<file path="config.mk">
export PLATFORM = sky130hd
export DESIGN_NAME = spike_rate_decoder
export DESIGN_NICKNAME = d
export VERILOG_FILES = /design/src/rtl/snn_pkg.sv /design/src/rtl/spike_argmax.sv /design/src/rtl/spike_rate_decoder.sv
export SDC_FILE = /design/constraint.sdc
export NUM_CORES = 1
export LEC_CHECK = 0
export ABC_CLOCK_PERIOD_IN_PS = 2300
export CORE_MARGIN = 3
export CORE_UTILIZATION = 35
export CTS_BUF_LIST = sky130_fd_sc_hd__clkbuf_2
export CTS_CLUSTER_DIAMETER = 80
export DETAILED_ROUTE_END_ITERATION = 6
export PLACE_DENSITY = 0.61
export SLEW_MARGIN = 40
export SYNTH_ARGS = -nofsm -noshare
export SYNTH_HDL_FRONTEND = slang
export SYNTH_SLANG_ARGS = --single-unit
</file>
<file path="constraint.sdc">
create_clock -name clk -period 2.3 [get_ports clk]
set_input_delay 0.575 -clock clk [delete_from_list [all_inputs] [get_ports clk]]
set_output_delay 0.575 -clock clk [all_outputs]
set_load 0.01 [all_outputs]
</file>
<file path="src/rtl/snn_pkg.sv">
// Shared definitions for the SNN output-layer blocks: default sizes,
// decoder state encoding and a saturating increment helper.
package snn_pkg;

  localparam int SNN_NUM_OUT    = 2;
  localparam int SNN_DEC_WINDOW = 256;
  localparam int SNN_CNT_W      = 8;

  typedef enum logic {
    IDLE  = 1'b0,
    ACCUM = 1'b1
  } dec_state_e;

  // Adds one when inc is set, but never past max_val.
  function automatic logic [31:0] sat_inc(input logic [31:0] val,
                                          input logic        inc,
                                          input logic [31:0] max_val);
    if (inc && (val < max_val)) return val + 32'd1;
    return val;
  endfunction

endpackage

</file>
<file path="src/rtl/spike_argmax.sv">
// Combinational argmax over per-channel spike counts; equal counts resolve
// to the lowest channel index.
module spike_argmax
  import snn_pkg::*;
#(
  parameter int NUM_CH = SNN_NUM_OUT,
  parameter int CNT_W  = SNN_CNT_W
) (
  input  logic [NUM_CH-1:0][CNT_W-1:0]  counts,
  output logic [$clog2(NUM_CH)-1:0]     winner,
  output logic                          tie,
  output logic                          no_spike
);

  localparam int IDX_W = $clog2(NUM_CH);

  logic [CNT_W-1:0] best;
  logic [3:0]       n_eq;

  always_comb begin
    best   = counts[0];
    winner = '0;
    for (int i = 1; i < NUM_CH; i++) begin
      if (counts[i] > best) begin
        best   = counts[i];
        winner = IDX_W'(i);
      end
    end
    // An all-zero vector counts as a tie since every channel matches.
    n_eq = 4'd0;
    for (int i = 0; i < NUM_CH; i++) begin
      if (counts[i] == best) n_eq = n_eq + 4'd1;
    end
    tie      = (n_eq > 4'd1);
    no_spike = (best == '0);
  end

endmodule

</file>
<file path="src/rtl/spike_rate_decoder.sv">
// Windowed spike-rate decoder: counts spikes per channel over WINDOW cycles
// and publishes counts plus the winning class on a valid/ready interface.
module spike_rate_decoder
  import snn_pkg::*;
#(
  parameter int NUM_CH = SNN_NUM_OUT,
  parameter int WINDOW = SNN_DEC_WINDOW,
  parameter int CNT_W  = SNN_CNT_W
) (
  input  logic                       clk,
  input  logic                       rst_n,
  input  logic                       en,
  input  logic                       clear,
  input  logic [NUM_CH-1:0]          spikes_in,
  input  logic                       out_ready,
  output logic                       out_valid,
  output logic [NUM_CH*CNT_W-1:0]    count_out,
  output logic [$clog2(NUM_CH)-1:0]  winner,
  output logic                       tie,
  output logic                       no_spike,
  output logic                       overrun,
  output logic                       busy
);

  localparam int              IDX_W    = $clog2(NUM_CH);
  localparam int              WCW      = $clog2(WINDOW);
  localparam logic [WCW-1:0]  WIN_LAST = WCW'(WINDOW - 1);
  localparam logic [31:0]     CNT_MAX  = 32'((64'd1 << CNT_W) - 64'd1);

  dec_state_e                      state_q, state_d;
  logic [NUM_CH-1:0][CNT_W-1:0]    acc_q, acc_d, acc_inc;
  logic [WCW-1:0]                  win_cnt_q, win_cnt_d;
  logic [NUM_CH-1:0][CNT_W-1:0]    snap_q, snap_d;
  logic                            snap_vld_q, snap_vld_d;
  logic [NUM_CH*CNT_W-1:0]         count_out_q, count_out_d;
  logic [IDX_W-1:0]                winner_q, winner_d;
  logic                            tie_q, tie_d;
  logic                            no_spike_q, no_spike_d;
  logic                            out_valid_q, out_valid_d;
  logic                            overrun_q, overrun_d;

  logic [IDX_W-1:0]                am_winner;
  logic                            am_tie;
  logic                            am_no_spike;

  spike_argmax #(
    .NUM_CH (NUM_CH),
    .CNT_W  (CNT_W)
  ) u_argmax (
    .counts   (snap_q),
    .winner   (am_winner),
    .tie      (am_tie),
    .no_spike (am_no_spike)
  );

  always_comb begin
    for (int i = 0; i < NUM_CH; i++) begin
      acc_inc[i] = CNT_W'(sat_inc(32'(acc_q[i]), spikes_in[i], CNT_MAX));
    end

    state_d     = state_q;
    acc_d       = acc_q;
    win_cnt_d   = win_cnt_q;
    snap_d      = snap_q;
    snap_vld_d  = 1'b0;
    count_out_d = count_out_q;
    winner_d    = winner_q;
    tie_d       = tie_q;
    no_spike_d  = no_spike_q;
    out_valid_d = out_valid_q;
    overrun_d   = overrun_q;

    if (clear) begin
      state_d     = IDLE;
      acc_d       = '0;
      win_cnt_d   = '0;
      snap_d      = '0;
      count_out_d = '0;
      winner_d    = '0;
      tie_d       = 1'b0;
      no_spike_d  = 1'b0;
      out_valid_d = 1'b0;
      overrun_d   = 1'b0;
    end else begin
      case (state_q)
        IDLE: begin
          if (en) state_d = ACCUM;
        end
        ACCUM: begin
          if (!en) begin
            state_d   = IDLE;
            acc_d     = '0;
            win_cnt_d = '0;
          end else if (win_cnt_q == WIN_LAST) begin
            snap_d     = acc_inc;
            snap_vld_d = 1'b1;
            acc_d      = '0;
            win_cnt_d  = '0;
          end else begin
            acc_d     = acc_inc;
            win_cnt_d = win_cnt_q + 1'b1;
          end
        end
        default: state_d = IDLE;
      endcase

      // A fresh snapshot replaces the held result even under backpressure.
      if (snap_vld_q) begin
        count_out_d = snap_q;
        winner_d    = am_winner;
        tie_d       = am_tie;
        no_spike_d  = am_no_spike;
        out_valid_d = 1'b1;
        if (out_valid_q && !out_ready) overrun_d = 1'b1;
      end else if (out_valid_q && out_ready) begin
        out_valid_d = 1'b0;
      end
    end
  end

  always_ff @(posedge clk) begin
    if (!rst_n) begin
      state_q     <= IDLE;
      acc_q       <= '0;
      win_cnt_q   <= '0;
      snap_q      <= '0;
      snap_vld_q  <= 1'b0;
      count_out_q <= '0;
      winner_q    <= '0;
      tie_q       <= 1'b0;
      no_spike_q  <= 1'b0;
      out_valid_q <= 1'b0;
      overrun_q   <= 1'b0;
    end else begin
      state_q     <= state_d;
      acc_q       <= acc_d;
      win_cnt_q   <= win_cnt_d;
      snap_q      <= snap_d;
      snap_vld_q  <= snap_vld_d;
      count_out_q <= count_out_d;
      winner_q    <= winner_d;
      tie_q       <= tie_d;
      no_spike_q  <= no_spike_d;
      out_valid_q <= out_valid_d;
      overrun_q   <= overrun_d;
    end
  end

  assign out_valid = out_valid_q;
  assign count_out = count_out_q;
  assign winner    = winner_q;
  assign tie       = tie_q;
  assign no_spike  = no_spike_q;
  assign overrun   = overrun_q;
  assign busy      = (state_q == ACCUM);

endmodule
</file>
==> results.md, run 1 <==
* Status: finished clean
* Post-Synth Simple-Gate Area at 20.82%
* DR WL/cell at 13.86 µm
* Num CTS Buffers at 9
* Sum Neg Setup Slack at 0 ns
* Synthesized area per cell at 8.895 µm²
* Post-CTS Hold Buffers at 0
* Last element of the critical path: busy
* Arrival time worst endpoint at 1.50 ns
* Hold_ws at 0.4901 ns
* Maximum vdd drop at 0.0003104 V
* Worst setup startpoint: busy
* Core Region at 8763 µm²
* Wire length of the first global-routing pass at 11.65 mm
* Post-synth EDFFs at 0
* Fin. max-slew vios at 0
* N_diodes at 0
* Bufs and invs on worst path at 1
* RSZ-0062 raised after global routing: no
* Multiplexer share of the synthesized area at 6.045%
* Clk_skew at 0.02726 ns
* Yosys top cell by area: dfxtp_1
* Nets at 407
* Largest buffer count on any clock path at 2
* Synth warn at 0
* DR iter-0 viols at 121
* Cell area power density at 489.4 nW/µm²
* Post-layout minimum cycle time at 2.076 ns
* Leakage power total at 1.271 nW
* Critical path depth at 1
* Crit start category: register
* Number of nets still failing antenna checks after routing at 0
* Period Utilization, post-route at 90.24%
* Asr flop ratio synth at 0%
* Die height at 101.1 µm
* Pin count of the biggest net entering global routing at 29
* Fin. Hold Viols at 0
* Initial antenna violation count at 0
* Synthesized area at 3167 µm²
* Site Rows at 34
* Post-synthesis sequential area ratio at 39.83%
* TritonCTS clock tree: built
* HP Class: register to register
* Distinct cells, synth at 50
* Final Total Pwr at 1.798 mW
* Horiz. Die Dim at 101.1 µm
* Worst r2r path cells at 7
* Max_slew headroom at 66.71%
* Max frequency at 481.8 MHz
* RePlAce Congestion at 0.8272
* Slowest-stage cell, CP: clkdlybuf4s50_1
* Root Driver: clkbuf_2
* Max_cap viols at 0
* Drt total wl at 6.946 mm
* Initial Util at 36.14%
* Reg2reg start: win_cnt_q[0]
* DPL Wire Length at 4.994 mm
* Fraction of layout cells with a size suffix above 1 at 11.96%
* Worst EP required at 1.73 ns
* Largest family of logic cells by synthesized area: simple AND/OR/NAND/NOR gates
* Htree depth at 3
* Die Footprint at 10230 µm²
* Worst reg2reg endpoint: acc_q[4]
* Slowest stage delay, CP at 0.57 ns
* Slew @ Worst Pin at 0.4990 ns
* Prevailing post-synth register cell: dfxtp_1
* Vias in the first global route at 2403
* Syn_nets at 374
* Post-Synth XOR/XNOR Area at 5.255%
* #FFs+latches synth at 63
* Critical path cell sequence: clkdlybuf4s50_1
* Area growth syn-to-layout at 16.00%
* # DRC at 0
* CTS Sinks at 63
* PortBufs at 28
* Vias per cell at 5.222
* Critical path class: register to output port
* Peak fanout along the critical path at 3
* I/O pin total at 29
* Synth top area share at 39.83%
* Clock transition at path regs at 0.18 ns
* Minimum setup slack among reg-to-reg paths at 0.31 ns
* Post-CTS Setup Repair Bufs at 0
* Largest delay share family, worst path: buffers and inverters
* Mapped Cells at 356
* Adder-cell share of the synthesized area at 4.346%
* Via count of the routed design at 2616
* Clk Latency, worst-skew pair at 0.49 ns
* Critical Path End Type: output port
* Largest cells by area after synthesis: dfxtp_1 (40%), nor2_1 (5.8%), mux2i_1 (5.7%)
* Synth Area in Compound Gates at 18.57%
* GRT Total Usage at 14.31%
* Remaining Overflow, GRT at 0
* Final setup fails at 0
* Post-CTS sizing at 0
* First-pass iteration count of the detailed router at 4
placed cells by master (no fill, tap or decap), types with 5 or more instances in the layout:
master           instances
a211oi_1                 9
a21oi_1                 31
a21oi_2                  5
a311oi_1                 5
buf_4                   12
clkbuf_2                10
clkdlybuf4s50_1         28
dfxtp_1                 63
ha_1                    11
inv_1                   11
mux2i_1                 18
nand2_1                 16
nand3_1                 11
nand4_1                  5
nor2_1                  49
nor3_1                   5
nor4_1                   8
o21ai_0                 15
o21ai_1                  6
xnor2_1                  6
xor2_1                  13
stage by stage:
stage               setup WS (ns)  instances  utilization, %  area, µm²
detailed placement         0.1258        486           40.78       3573
CTS                        0.1562        501           41.92       3674
global placement           0.1955        486           40.78       3573
finish                     0.2244        501           41.92       3674
global route               0.1060        501           41.92       3674
floorplan                  0.6653        356               -       3167
power by group:
group / internal, mW / total (mW) / switching (mW)
registers: 1.09 / 1.10 / 0.00167
clock network: 0.241 / 0.631 / 0.390
logic: 0.0280 / 0.0716 / 0.0437
total: 1.36 / 1.80 / 0.435
synthesized netlist by cell type (all sizes together), types with 5 or more instances:
library cell	instances
nor2	50
inv	11
xnor2	6
a211oi	9
o21ai	21
mux2i	18
nand2	17
buf	12
clkbuf	7
dfxtp	63
a21oi	37
ha	11
nor4	8
or3	5
a311oi	5
nor3	6
xor2	13
nand4	7
nand3	12
area by class of cell:
cell class | count | area (µm²)
clock buffers | 10 | 50.05
clock inverters | 5 | 50.05
fillers | 900 | 5090
inverters | 11 | 41.29
multi-input cells | 263 | 1745
flip-flops and latches | 63 | 1261
well taps | 108 | 135.1
repair buffers | 41 | 390.4
registers in the layout, summed over array words and instances (netlist names):
signal	cells
out_valid	1
count_out	16
overrun	1
snap_vld_q	1
busy	1
snap_q	16
acc_q	16
no_spike	1
winner	1
win_cnt_q	8
tie	1
layer usage:
layer | vias to the layer above | routed length [µm] | GRT usage [%]
li1 | 1349 | - | -
met1 | 1207 | 3379 | 18.82
met2 | 52 | 3109 | 22.28
met3 | 8 | 373 | 5.121
met4 | 0 | 85 | 3.783
met5 | - | 0 | 0
worst min-delay path, stage by stage (launching register included):
cell and delay, ns:
dfxtp_1 0.34, nand2b_1 0.06, a21oi_1 0.06
kinds of logic (layout without fill, tap and decap cells):
family / Yosys count / after routing
compound gates: 90 / 90
xor+xnor: 19 / 19
fa+ha+maj: 11 / 11
buf+inv: 30 / 67
flops: 63 / 63
mux: 19 / 19
simple gates: 124 / 124
worst min-delay path by stage:
| stage | end | cells after the start | from |
|---|---|---|---|
| finish | tie | 2 | tie |
| global route | winner | 2 | winner |
| CTS | tie | 2 | tie |
| detailed placement | tie | 2 | tie |
| global placement | overrun | 2 | overrun |
| floorplan | win_cnt_q[1] | 2 | win_cnt_q[1] |
(Power assumes the default switching activity.)
==> run 2: changes to the inputs <==
SKIP_CTS_REPAIR_TIMING = 1   (was unset)
==> results of run 2 <==
The final DEF is identical to that of run 1; final timing and power are the same.
==> run 3: changes to the inputs <==
HOLD_SLACK_MARGIN = 0.03   (was unset)
==> results of run 3 <==
The final DEF is identical to that of run 1; final timing and power are the same.
==> edit (config.mk and constraints of run 2) <==
Make the reset (`rst_n`) asynchronous in one clocked block.
--- a/src/rtl/spike_rate_decoder.sv
+++ b/src/rtl/spike_rate_decoder.sv
@@ -119,5 +119,5 @@
   end
 
-  always_ff @(posedge clk) begin
+  always_ff @(posedge clk or negedge rst_n) begin
     if (!rst_n) begin
       state_q     <= IDLE;
Formal check against the unedited RTL: differs if rst_n is asserted again (counterexample within 4 cycles, from zero or initial values and one cycle with rst_n low); with rst_n held inactive, the same outputs for 10 cycles.
==> edit against run 2 <==
  * Clock skew fell by 0.0022 ns
  * Global-route usage fell by 0.60 points
  * Critical endpoint is now acc_q[8]$_DFFE_PN0P_
  * Routed wire length rose by 3.8%
  * Core utilization rose by 0.60 points
  * Area after synthesis rose by 8.3%
  * Fmax fell by 3.7%
  * Highest routed layer unchanged
  * Critical path depth rose by 4
  * Total power rose by 11%
  * Sequential cell count did not move
  * Worst setup slack got worse by 0.079 ns
  * Final area rose by 8.5%
  * Register-to-register slack got worse by 0.16 ns
==> edit: results <==
group,metric,value,unit
grt,grt_pass1_wl,12290,um
placed_design,place.gp.congestion,0.8144,
yosys,yosysWarningCount,0,
drt,drt_iter0_drc,145,
hold_path,timing.hold.worst.start,"overrun$_DFFE_PN0P_",
grt,first_global_vias,2466,
clocking,path_clk_slew,0.19,ns
clocking,cts_bufs_inserted,9,
clocking,number_of_h_tree_branching_levels,3,
hold_path,hold_path_end,"overrun$_DFFE_PN0P_",
yosys,async_reset_ff_share,100.0,%
grt,grt_start_max_net_pins,43,
clocking,clock-root-buffer,"sky130_fd_sc_hd__clkbuf_2",
drt,detail_route.wirelength,7207,um
pwr,clock_power_share,38.7,%
cells_and_area,final_nets,401,
cells_and_area,layout-drive-gt1-share,10.82,%
setup_path,worst_path_maximum_fanout,19,
yosys,synthTopCellsByArea,"sky130_fd_sc_hd__dfrtp_1 (46%), sky130_fd_sc_hd__mux2i_1 (5.3%), sky130_fd_sc_hd__o21ai_0 (4.7%)",
sta,final_clock_skew,0.02505,ns
clocking,ctsLongestPathBuffers,2,
setup_path,critical_path_arrival,2.54,ns
setup_path,reg2reg_setup_slack,0.15,ns
grt,met3_usage,4.509,%
drt,vias,2614,
yosys,post_synthesis_net_count,367,
yosys,synth_sequential_area_ratio,45.97,%
cells_and_area,num_antenna_cells,0,
drt,drtPass1Iterations,4,
pwr,static-leakage-power,0.001692,uW
placed_design,placed_cell_area,3839,um^2
setup_path,timing.critical_path.slowest_cell_delay,0.66,ns
yosys,synth_top_cells_by_count,"sky130_fd_sc_hd__dfrtp_1 (63), sky130_fd_sc_hd__nand2_1 (40), sky130_fd_sc_hd__o21ai_0 (32)",
pwr,power.internal,1507,uW
sta,slew_headroom,49.18,%
setup_path,rr_worst_depth,5,
hold_path,worst_hold_path.num_cells,2,
grt,met1_usage,18.30,%
placed_design,place_hpwl,5331,um
setup_path,timing.critical_path.slowest_stage_cell,"sky130_fd_sc_hd__o31ai_4",
setup_path,worst_r2r_startpoint,"win_cnt_q[0]$_DFFE_PN0P_",
pwr,ir_drop,0.2296,mV
grt,globalRouteTotalUtil,13.71,%
run_status,outcome,"complete, no violations",
grt,antenna_violations_before_repair,0,
grt,grt_use_met2,21.54,%
setup_path,r2r-end,"acc_q[8]$_DFFE_PN0P_",
-- edit: metal layers --
| layer | vias to the layer above | part of all wire (%) |
|---|---|---|
| li1 | 1305 | - |
| met1 | 1260 | 49 |
| met2 | 43 | 47 |
| met3 | 6 | 3.5 |
| met4 | 0 | 0.72 |
| met5 | - | 0 |
-- edit: critical path, delay by kind of cell (launching register included) --
kind	cells	cell delay, ns
adders and majority gates	1	0.25
DFF	1	0.46
and+or+nand+nor	1	0.18
AOI/OAI and AO/OA	2	0.86
muxes	1	0.30
-- edit: cell families after synthesis --
group	count (synthesis)	synth area share, %
adders and majority gates	11	4.013
xor gates and xnor gates	21	5.363
and+or+nand+nor	117	16.93
AOI/OAI and AO/OA	87	16.82
muxes	20	5.910
buffers and inverters	30	4.998
DFF	63	45.97
-- edit: area by class of cell --
cell class / count / area (um^2)
well taps: 129 / 161.4
multi-input cells: 256 / 1682
inverters: 13 / 48.80
flip-flops and latches: 63 / 1578
clock inverters: 6 / 85.08
fillers: 974 / 5386
repair buffers: 40 / 380.4
clock buffers: 10 / 50.05
-- edit: worst max-delay path by stage --
stage | startpoint | endpoint
final | win_cnt_q[0]$_DFFE_PN0P_ | acc_q[8]$_DFFE_PN0P_
after global routing | win_cnt_q[0]$_DFFE_PN0P_ | acc_q[0]$_DFFE_PN0P_
after CTS | busy$_DFF_PN0_ | busy
after detailed placement | en | acc_q[13]$_DFFE_PN0P_
after global placement | spikes_in[1] | acc_q[15]$_DFFE_PN0P_
after floorplan | win_cnt_q[0]$_DFFE_PN0P_ | acc_q[4]$_DFFE_PN0P_
-- edit: metrics by stage --
stage	hold slack, ns	instances	total power [uW]	worst slack (ns)	utilization, %
final	0.5124	517	1988	0.1456	42.52
after global routing	0.5362	517	2094	0.01446	42.52
after CTS	-0.01344	516	2023	0.04807	42.40
after detailed placement	0.4843	500	1239	0.1048	40.96
after global placement	0.4863	500	1238	0.1355	40.96
after floorplan	0.2794	349	1185	0.6822	-
-- edit: power groups by stage --
stage	registers (uW)	logic, uW	clock network, uW
after floorplan	1140	50.4	0
after global placement	1140	102	0
after detailed placement	1140	102	0
after CTS	1120	102	804
after global routing	1120	114	861
final	1120	100	770
